$ cat src/rtl/ps2_key_tracker.sv
// PS/2 set-2 scancode tracker. Decodes make, break (F0) and extended (E0)
// sequences from the PS/2 byte stream. Keeps a held bitmap of the ten game
// keys and emits one-cycle press and event pulses.
module ps2_key_tracker #(
    parameter int unsigned TIMEOUT_CYCLES = 2_500_000,
    parameter int unsigned CNT_W          = 22
) (
    input  logic       CLOCK_50,
    input  logic       resetn,
    input  logic [7:0] ps2_data,
    input  logic       ps2_data_en,
    output logic [9:0] key_held,
    output logic [9:0] key_press,
    output logic       evt_valid,
    output logic [7:0] evt_code,
    output logic       evt_ext,
    output logic       evt_break
);

    typedef enum logic [1:0] {StIdle, StBrk, StExt, StExtBrk} state_e;

    state_e           state_q, state_d;
    logic [CNT_W-1:0] cnt_q, cnt_d;
    logic [9:0]       held_d, press_d, mask;
    logic             evt_valid_d, evt_ext_d, evt_break_d;
    logic [7:0]       evt_code_d;
    logic             done, done_ext, done_brk, is_prefix, is_ignored;

    // Bitmap index for a final scancode; ext and non-ext namespaces differ.
    function automatic logic [9:0] key_map(input logic [7:0] code, input logic ext);
        logic [9:0] m;
        m = '0;
        if (ext) begin
            case (code)
                8'h75:   m[5] = 1'b1;
                8'h6B:   m[6] = 1'b1;
                8'h72:   m[7] = 1'b1;
                8'h74:   m[8] = 1'b1;
                default: m = '0;
            endcase
        end else begin
            case (code)
                8'h1D:   m[0] = 1'b1;
                8'h1C:   m[1] = 1'b1;
                8'h1B:   m[2] = 1'b1;
                8'h23:   m[3] = 1'b1;
                8'h2B:   m[4] = 1'b1;
                8'h29:   m[9] = 1'b1;
                default: m = '0;
            endcase
        end
        return m;
    endfunction

    assign is_prefix  = (ps2_data == 8'hE0) || (ps2_data == 8'hF0);
    // Controller responses and the pause prefix carry no key information.
    assign is_ignored = (ps2_data == 8'hE1) || (ps2_data == 8'hAA) || (ps2_data == 8'hFA) ||
                        (ps2_data == 8'hFE) || (ps2_data == 8'hEE) || (ps2_data == 8'h00) ||
                        (ps2_data == 8'hFF);

    // Next-state: sequence FSM, prefix timeout, bitmap and event outputs.
    always_comb begin
        state_d     = state_q;
        cnt_d       = cnt_q;
        held_d      = key_held;
        press_d     = '0;
        evt_valid_d = 1'b0;
        evt_code_d  = evt_code;
        evt_ext_d   = evt_ext;
        evt_break_d = evt_break;
        done        = 1'b0;
        done_ext    = 1'b0;
        done_brk    = 1'b0;
        mask        = '0;

        if (ps2_data_en) begin
            cnt_d = '0;
            case (state_q)
                StIdle: begin
                    if (ps2_data == 8'hF0) begin
                        state_d = StBrk;
                    end else if (ps2_data == 8'hE0) begin
                        state_d = StExt;
                    end else if (!is_ignored) begin
                        done = 1'b1;
                    end
                end
                StBrk: begin
                    state_d  = StIdle;
                    done     = !is_prefix;
                    done_brk = 1'b1;
                end
                StExt: begin
                    if (ps2_data == 8'hF0) begin
                        state_d = StExtBrk;
                    end else if (ps2_data != 8'hE0) begin
                        state_d  = StIdle;
                        done     = 1'b1;
                        done_ext = 1'b1;
                    end
                end
                StExtBrk: begin
                    state_d  = StIdle;
                    done     = !is_prefix;
                    done_ext = 1'b1;
                    done_brk = 1'b1;
                end
                default: state_d = StIdle;
            endcase
        end else if (state_q != StIdle) begin
            // Abandon a prefix whose follow-up byte never arrived.
            if (cnt_q == CNT_W'(TIMEOUT_CYCLES - 1)) begin
                state_d = StIdle;
                cnt_d   = '0;
            end else begin
                cnt_d = cnt_q + 1'b1;
            end
        end else begin
            cnt_d = '0;
        end

        if (done) begin
            evt_valid_d = 1'b1;
            evt_code_d  = ps2_data;
            evt_ext_d   = done_ext;
            evt_break_d = done_brk;
            mask        = key_map(ps2_data, done_ext);
            if (done_brk) begin
                held_d = key_held & ~mask;
            end else begin
                // Typematic repeats of an already-held key give no press pulse.
                press_d = mask & ~key_held;
                held_d  = key_held | mask;
            end
        end
    end

    // State and output registers with synchronous active-low reset.
    always_ff @(posedge CLOCK_50) begin
        if (!resetn) begin
            state_q   <= StIdle;
            cnt_q     <= '0;
            key_held  <= '0;
            key_press <= '0;
            evt_valid <= 1'b0;
            evt_code  <= '0;
            evt_ext   <= 1'b0;
            evt_break <= 1'b0;
        end else begin
            state_q   <= state_d;
            cnt_q     <= cnt_d;
            key_held  <= held_d;
            key_press <= press_d;
            evt_valid <= evt_valid_d;
            evt_code  <= evt_code_d;
            evt_ext   <= evt_ext_d;
            evt_break <= evt_break_d;
        end
    end

endmodule

$ cat config.mk
export PLATFORM = sky130hd
export DESIGN_NAME = ps2_key_tracker
export DESIGN_NICKNAME = d
export VERILOG_FILES = /design/src/rtl/ps2_key_tracker.sv
export SDC_FILE = /design/constraint.sdc
export NUM_CORES = 1
export LEC_CHECK = 0
export CAP_MARGIN = 20
export CORE_ASPECT_RATIO = 1.2
export CORE_UTILIZATION = 46
export DETAILED_ROUTE_END_ITERATION = 6
export GPL_ROUTABILITY_DRIVEN = 0
export PLACE_DENSITY = 0.78
export SETUP_SLACK_MARGIN = 0.2
export SYNTH_ARGS = -nofsm -noshare
export SYNTH_HDL_FRONTEND = slang
export SYNTH_SLANG_ARGS = --single-unit
$ cat constraint.sdc
create_clock -name CLOCK_50 -period 1.9 [get_ports CLOCK_50]
set_input_delay 0.19 -clock CLOCK_50 [delete_from_list [all_inputs] [get_ports CLOCK_50]]
set_output_delay 0.19 -clock CLOCK_50 [all_outputs]
set_load 0.02 [all_outputs]
; ---- Yosys cells after proc, flatten, opt, wreduce, memory -nomap -nowiden
; Index checks and enable logic that the tools add are counted.
[word_totals]
regBits = 55
output_inout_bits = 31
inputBits = 11
[op_classes]
n_eq_ne = 25
n_bitwise = 8
addsub = 1
mux = 33
reduce_logical = 17
[op_table]
columns = op, n
row1 = == test 8 bit (second input constant), 8
row2 = == test 8 x 7 -> 1 bit (second input constant), 4
row3 = 2-to-1 mux 10 bit, 3
row4 = == test 8 x 5 -> 1 bit (second input constant), 3
row5 = == test 8 x 6 -> 1 bit (second input constant), 3
row6 = adder 22 x 1 -> 22 bit (second input constant), 1
row7 = == test 22 bit (second input constant), 1
row8 = AND 10 bit, 2
row9 = 2-to-1 mux 1 bit, 20
row10 = NOT 10 bit, 2
row11 = 2-to-1 mux 2 bit, 7
row12 = bitwise OR 10 bit, 1
row13 = zero test 8 bit, 1
row14 = != test 4 bit (second input constant), 2
row15 = != test 8 bit (second input constant), 1
row16 = logical OR 1 bit, 7
row17 = case mux 2 bit (3 select lines), 1
row18 = nonzero test 2 bit, 3
row19 = == test 2 bit (second input constant), 2
row20 = AND reduction 4 bit, 1
row21 = OR reduction 4 bit, 1
row22 = NOT 1 bit, 3
row23 = case mux 1 bit (3 select lines), 1
row24 = OR reduction 3 bit, 1
row25 = 5 further kinds, 5

; ---- Longest topological paths before layout
; Gate-level depths: netlist of run 1.
[depth]
depth_word = 16
depth_mapped = 7
ltp_nobuf = 6

; ---- Worst setup path after synthesis of run 1
; No wires, ideal clock.
[synth_timing]
path_kind = reg2reg
startpoint = register cnt_q[6]
endpoint = register cnt_q[13]
period_less_slack_ns = 1.725
setup_time_ns = 0.117
arrival_time_ns = 1.607
stages_incl_launch_ff = 7
path_slack_ns = 0.175
cell_sequence = dfxtp_1 or4b_2 nor4_1 a21oi_1 o211ai_2 buf_2 nor2_1
[synth_between]
elab_chain_len = 2
word_cells_on_any_way = 3
classes_between = add/sub: 1 / eq/ne: 1 / reduce/logical: 1
[synth_lines]
columns = element, line
row1 = from (decl), 23  ; logic [CNT_W-1:0] cnt_q, cnt_d;
row2 = from (signal assigned), 151  ; cnt_q <= cnt_d;
row3 = branches (longest 2 deep; another with adder 22 x 1 -> 22 bit), -
; Several ways; the timed one is not identified.
; A chain may end at the register's enable or synchronous reset.

; ---- Worst setup path in the final report of run 1
[layout_timing]
startpoint = register cnt_q[14]
endpoint = register cnt_q[14]
; Same word-level chain as after synthesis.

==> impl_metrics.yaml, run 1 <==
floorplan:
  ioPinCount: 42
  die_y_um: 82.1
  num_rows: 28
  coreArea_um2: 5040
  dieArea_um2: 5650
  start_util_pct: 48.8
  dieWidth_um: 68.8
power:
  p_leak_nw: 1.28
  clock_power_share_pct: 32.2
  p_switching_w: 0.000489
  power.density_nw_per_um2: 580
  seqPwrFrac_pct: 56.6
  comb_power_share_pct: 11.1
  power_w: 0.00207
  swShare_pct: 23.6
  p_int_w: 0.00158
  ir_worst_vdd_uv: 469
route:
  first_pass_iters: 4
  drt-initial-drc-count: 70
  num_vias: 2153
  drcViolationCount: 0
  wl_mm: 6.10
  antenna_left: 0
  wire_per_inst_um: 15.5
  vias_per_cell: 5.46
clocking:
  h-tree-depth: 2
  cts_sinks: 55
  cts-root-buf: "clkbuf_8"
  cts_buffer_depth: 2
  clkTransAtPathRegs_ns: 0.09
  cts_tree: "done"
  clk_latency_ns: 0.31
  ctsHoldBuffers: 0
  numCtsBuffers: 5
timing:
  setup_violations: 0
  tightest_slew_ns: 0.605
  max_freq_ghz: 0.564
  finalHoldWorstSlack_ns: 0.403
  slew_headroom_pct: 59.6
  setup_tns_ns: 0
  hold_viol_final: 0
  clock_skew_ns: 0.00771
  period_share_pct: 93.3
  finalWorstPathRequiredPeriod_ns: 1.77
  rsz0062_at_grt: "true"
  slew_violations: 0
critical_path:
  critPathCaptureType: "flip-flop"
  reg2reg_slack_ns: 0.13
  critPathMaxFanout: 6
  crit_family: "simple AND/OR/NAND/NOR gates"
  start_kind: "flip-flop"
  worst_r2r_path_depth: 6
  critPathBufInv: 1
  path_cells: "or4b_4, nor4_4, a21oi_2, o211ai_4, clkbuf_16, nor2_1"
  critPathSlowestCell: "or4b_4"
  critPathMaxStageDelay_ns: 0.53
  critPathArrivalTime_ns: 1.98
  required_ns: 2.11
  critical_path_depth: 6
  crit_type: "flip-flop to flip-flop"
synth:
  synth_top_family_by_area: "simple AND/OR/NAND/NOR gates"
  ys_ff_latch: 55
  synth_fa_ha_area_share_pct: 0.508
  synth_xor_area_share_pct: 7.47
  yosysWarningCount: 0
  async_flop_share_pct: 0
  synth-edff-count: 0
  ys_types: 46
  synth-simple-area-share_pct: 30.6
  avgSynthCellArea_um2: 9.81
  ys_seq_area_share_pct: 44.7
  syn_inst: 251
  synth_compound_area_share_pct: 8.28
  synth_flop_cell: "dfxtp_1"
  synthMuxAreaShare_pct: 4.88
  synth_nets: 263
  netlist_area_um2: 2460
grt:
  grt_pass1_wl_mm: 9.44
  antenna_found_initial: 0
  grt_max_degree: 23
  grt_util_all_layers_pct: 22.3
  grt-ovfl-total: 0
  grt_pass1_vias: 2055
hold_path:
  hold_class: "input pin to flip-flop"
  hold_path_depth: 3
flow_run:
  max_cap_viol_count: 0
placed_design:
  placed_area_um2: 3150
  io_buffers: 41
  hpwl_mm: 3.77
run_status:
  outcome: "finished clean"
layout:
  nets: 345
  antenna_cells: 0
  drive_above_1_share_pct: 29.9
  utilization_pct: 70.7
  area_delta_synth_final_pct: 44.8
  final_area_um2: 3560
[tightest hold or removal path: cells and delay by family]
kind,cells,cell delay [ns]
simple gates,1,0.07
mux,1,0.15
buf+inv,1,0.25
[path summary, 6_finish.rpt]
path | end | start
setup / recovery | cnt_q[14]$_SDFF_PP0_ | cnt_q[14]$_SDFF_PP0_
hold / removal | evt_code[0]$_SDFFE_PN0P_ | ps2_data[0]
setup reg to reg | cnt_q[14]$_SDFF_PP0_ | cnt_q[14]$_SDFF_PP0_
hold reg to reg | key_press[4]$_SDFF_PP0_ | flip-flop
[cells in the final DEF, fill, tap and decap left out, types with 5 or more instances in the layout]
| master | instances |
|---|---|
| nor3_2 | 9 |
| nor2b_1 | 20 |
| nor2_1 | 30 |
| o221a_2 | 6 |
| xnor2_1 | 5 |
| nand4_1 | 7 |
| nand2_1 | 15 |
| buf_4 | 37 |
| xor2_1 | 16 |
| clkdlybuf4s50_1 | 32 |
| clkbuf_8 | 6 |
| nand3_1 | 8 |
| mux2i_1 | 12 |
| dfxtp_1 | 50 |
| dfxtp_2 | 5 |
| nand4b_1 | 5 |
[synthesized netlist by cell type, drive strengths merged, types with 2 or more instances]
cell / number / share of area (%)
a21oi: 2 / 0.56
and2: 3 / 0.76
and4: 4 / 1.4
and4b: 2 / 0.81
buf: 10 / 2.6
clkbuf: 2 / 0.30
dfxtp: 55 / 45
inv: 4 / 0.61
mux2i: 12 / 4.9
nand2: 15 / 2.3
nand2b: 2 / 0.51
nand3: 11 / 2.7
nand4: 7 / 1.8
nand4b: 5 / 1.8
nor2: 31 / 4.8
nor2b: 20 / 5.1
nor3: 10 / 2.0
nor3b: 2 / 1.0
nor4: 2 / 0.51
nor4bb: 3 / 1.2
o21ai: 2 / 0.41
o221a: 6 / 2.7
o22ai: 2 / 0.51
or4: 3 / 1.1
or4b: 3 / 1.2
xnor2: 5 / 1.8
xor2: 16 / 5.7
[timing repair]
action,in CTS,in global routing
gates resized for setup,26,31
setup endpoints to repair,52,46
pin swaps,6,10
setup buffers,5,2
cloned,1,3
[power groups by stage]
stage	Combinational (W)	Clock, W	Sequential, W
2_1_floorplan	0.0000841	0	0.00121
3_3_place_gp	0.000189	0	0.00120
3_5_place_dp	0.000192	0	0.00120
4_1_cts	0.000212	0.000680	0.00117
5_1_grt	0.000244	0.000722	0.00117
6_report	0.000230	0.000667	0.00117
[layout make-up]
cell class / count / area (um2)
fill: 359 / 1480
multi-input combinational: 182 / 1470
sequential: 55 / 1110
timing repair buffer: 85 / 803
clock buffer: 7 / 86.3
tap: 60 / 75.1
inverter: 4 / 15.0
clock inverter: 1 / 8.76
[cells by family (layout without fill, tap and decap cells)]
group,after synthesis,after routing
compound gates,19,20
fa+ha+maj,1,1
xor+xnor,21,21
flops,55,55
simple gates,127,128
mux,12,12
buf+inv,16,97
[per-stage QoR]
step | worst slack (ns) | cells
after floorplan | 0.175 | 251
after global placement | -0.457 | 375
after detailed placement | -0.490 | 375
after CTS | 0.142 | 389
after global routing | 0.0558 | 394
final | 0.128 | 394
[routing by layer]
metal	vias up	part of all wire [%]	GRT usage, %
met5	-	0	0
met4	0	2.3	7.96
met3	15	3.2	4.53
met2	47	52	40.1
met1	1033	42	25.5
li1	1058	-	-
(Power assumes the default switching activity.)
==> inputs of run 2 (changes only) <==
--- a/config.mk
+++ b/config.mk
@@ -6,11 +6,13 @@
 export NUM_CORES = 1
 export LEC_CHECK = 0
 export CAP_MARGIN = 20
+export CELL_PAD_IN_SITES_DETAIL_PLACEMENT = 1
+export CELL_PAD_IN_SITES_GLOBAL_PLACEMENT = 2
 export CORE_ASPECT_RATIO = 1.2
-export CORE_UTILIZATION = 46
+export CORE_UTILIZATION = 33
 export DETAILED_ROUTE_END_ITERATION = 6
 export GPL_ROUTABILITY_DRIVEN = 0
-export PLACE_DENSITY = 0.78
+export PLACE_DENSITY = 0.86
 export SETUP_SLACK_MARGIN = 0.2
 export SYNTH_ARGS = -nofsm -noshare
 export SYNTH_HDL_FRONTEND = slang
==> impl_metrics.yaml, run 2 (synthesis results as in run 1) <==
clocking:
  cts_buffer_depth: 2
  numCtsBuffers: 5
  ctsHoldBuffers: 0
  clk_latency_ns: 0.31
  cts-root-buf: "clkbuf_8"
  cts_sinks: 55
  h-tree-depth: 2
  cts_tree: "done"
  clkTransAtPathRegs_ns: 0.10
floorplan:
  start_util_pct: 34.0
  num_rows: 34
  dieArea_um2: 7810
  coreArea_um2: 7230
  dieWidth_um: 80.9
  ioPinCount: 42
  die_y_um: 96.6
placed_design:
  dp.cells: 413
  hpwl_mm: 4.63
  placed_area_um2: 3250
  io_buffers: 41
layout:
  area_delta_synth_final_pct: 47.1
  final_area_um2: 3620
  nets: 354
  utilization_pct: 50.1
  instances_no_fill: 433
  antenna_cells: 0
  drive_above_1_share_pct: 31.8
  final_common_cell: "dfxtp_1"
  final_cell_mix: "52 x dfxtp_1, 47 x buf_4, 33 x clkdlybuf4s50_1"
timing:
  setup_violations: 0
  finalHoldWorstSlack_ns: 0.277
  slew_violations: 0
  slew_headroom_pct: 63.3
  max_freq_ghz: 0.553
  rsz0062_at_grt: "true"
  tightest_slew_ns: 0.550
  clock_skew_ns: 0.0105
  period_share_pct: 95.2
  hold_viol_final: 0
  finalWorstPathRequiredPeriod_ns: 1.81
critical_path:
  critPathCaptureType: "flip-flop"
  critPathMaxStageDelay_ns: 0.54
  start_kind: "flip-flop"
  worst_r2r_path_depth: 6
  crit_type: "flip-flop to flip-flop"
  critPathMaxFanout: 6
  required_ns: 2.11
  critPathArrivalTime_ns: 2.02
  path_cells: "or4b_4, nor4_4, a21oi_2, o211ai_4, clkbuf_16, nor2_1"
  reg2reg_slack_ns: 0.09
  r2r_end: "cnt_q[0]$_SDFF_PP0_"
  r2r-start: "cnt_q[11]$_SDFF_PP0_"
  critPathSlowestCell: "or4b_4"
run_status:
  outcome: "finished clean"
route:
  wire_per_inst_um: 15.3
  num_vias: 2160
  drcViolationCount: 0
  first_pass_iters: 4
  wl_mm: 6.62
  antenna_left: 0
  drt-initial-drc-count: 67
  vias_per_cell: 4.99
hold_path:
  hold_class: "input pin to flip-flop"
  min_to: "evt_code[1]$_SDFFE_PN0P_"
  worstHoldStart: "ps2_data[1]"
  hold_path_depth: 3
grt:
  grt_pass1_wl_mm: 10.5
  grt_util_all_layers_pct: 17.1
  grt-ovfl-total: 0
  grt_pass1_vias: 2179
  antenna_found_initial: 0
  grt_max_degree: 23
power:
  power.density_nw_per_um2: 644
  p_leak_nw: 1.30
  ir_worst_vdd_uv: 295
  power_w: 0.00233
flow_run:
  max_cap_viol_count: 0
==> run 2: cell count changes in the layout (fill, tap and decap cells not counted), sizes merged <==
cell,before,now
buf,43,56
clkdlybuf4s15,7,2
bufinv,0,2
clkbuf,8,9
clkdlybuf4s50,32,33
clkinv,1,0
clkinvlp,0,1
dlygate4sd2,1,0
dlymetal6s2s,1,0
o32ai,2,1
==> run 2: report_power, final <==
| part | switching (W) | internal, W |
|---|---|---|
| registers | 0.00000696 | 0.00116 |
| clock network | 0.000404 | 0.000526 |
| logic | 0.000114 | 0.000117 |
| total | 0.000524 | 0.00181 |
==> run 2: stage by stage <==
stage	setup WS (ns)	setup TNS, ns
after global routing	0.0306	0
after CTS	0.119	0
after floorplan	0.175	0
final	0.0913	0
after global placement	-0.397	-9.23
after detailed placement	-0.534	-11.92
==> run 2: layout make-up <==
| class | count | area, um2 |
|---|---|---|
| Multi-Input combinational cell | 181 | 1410 |
| Inverter | 4 | 15.0 |
| Tap cell | 90 | 113 |
| Clock buffer | 5 | 68.8 |
| Timing Repair Buffer | 95 | 846 |
| Clock inverter | 3 | 67.6 |
| Sequential cell | 55 | 1100 |
| Fill cell | 809 | 3610 |
==> run 2: repair_timing <==
| item | in CTS | in global routing |
|---|---|---|
| setup buffers | 6 | 3 |
| hold endpoints to repair | 0 | 0 |
| cloned | 1 | 2 |
| gates resized for setup | 32 | 26 |
| pin swaps | 6 | 14 |
| setup endpoints to repair | 53 | 41 |
==> run 2: worst max-delay path, delay by kind of cell (launching register included) <==
kind / cells / cell delay [ns]
DFF: 1 / 0.33
and+or+nand+nor: 3 / 0.88
AOI/OAI and AO/OA: 2 / 0.28
buffers and inverters: 1 / 0.21
==> run 2: routing by layer <==
metal	global-route usage, %	routed length [um]	share of wire [%]	up-vias
met5	0	0	0	-
met4	6.18	80	1.2	0
met3	2.64	122	1.8	7
met2	31.6	3720	56	29
met1	19.1	2690	41	1053
li1	-	-	-	1071
==> run 2: worst max-delay path by stage <==
stage	start	slack (ns)	to
after floorplan	cnt_q[6]$_SDFF_PP0_	0.18	cnt_q[13]$_SDFF_PP0_
after global placement	ps2_data[3]	-0.40	evt_code[2]$_SDFFE_PN0P_
after detailed placement	ps2_data[0]	-0.53	evt_code[1]$_SDFFE_PN0P_
after CTS	cnt_q[19]$_SDFF_PP0_	0.12	cnt_q[5]$_SDFF_PP0_
after global routing	cnt_q[11]$_SDFF_PP0_	0.03	cnt_q[0]$_SDFF_PP0_
final	cnt_q[11]$_SDFF_PP0_	0.09	cnt_q[0]$_SDFF_PP0_
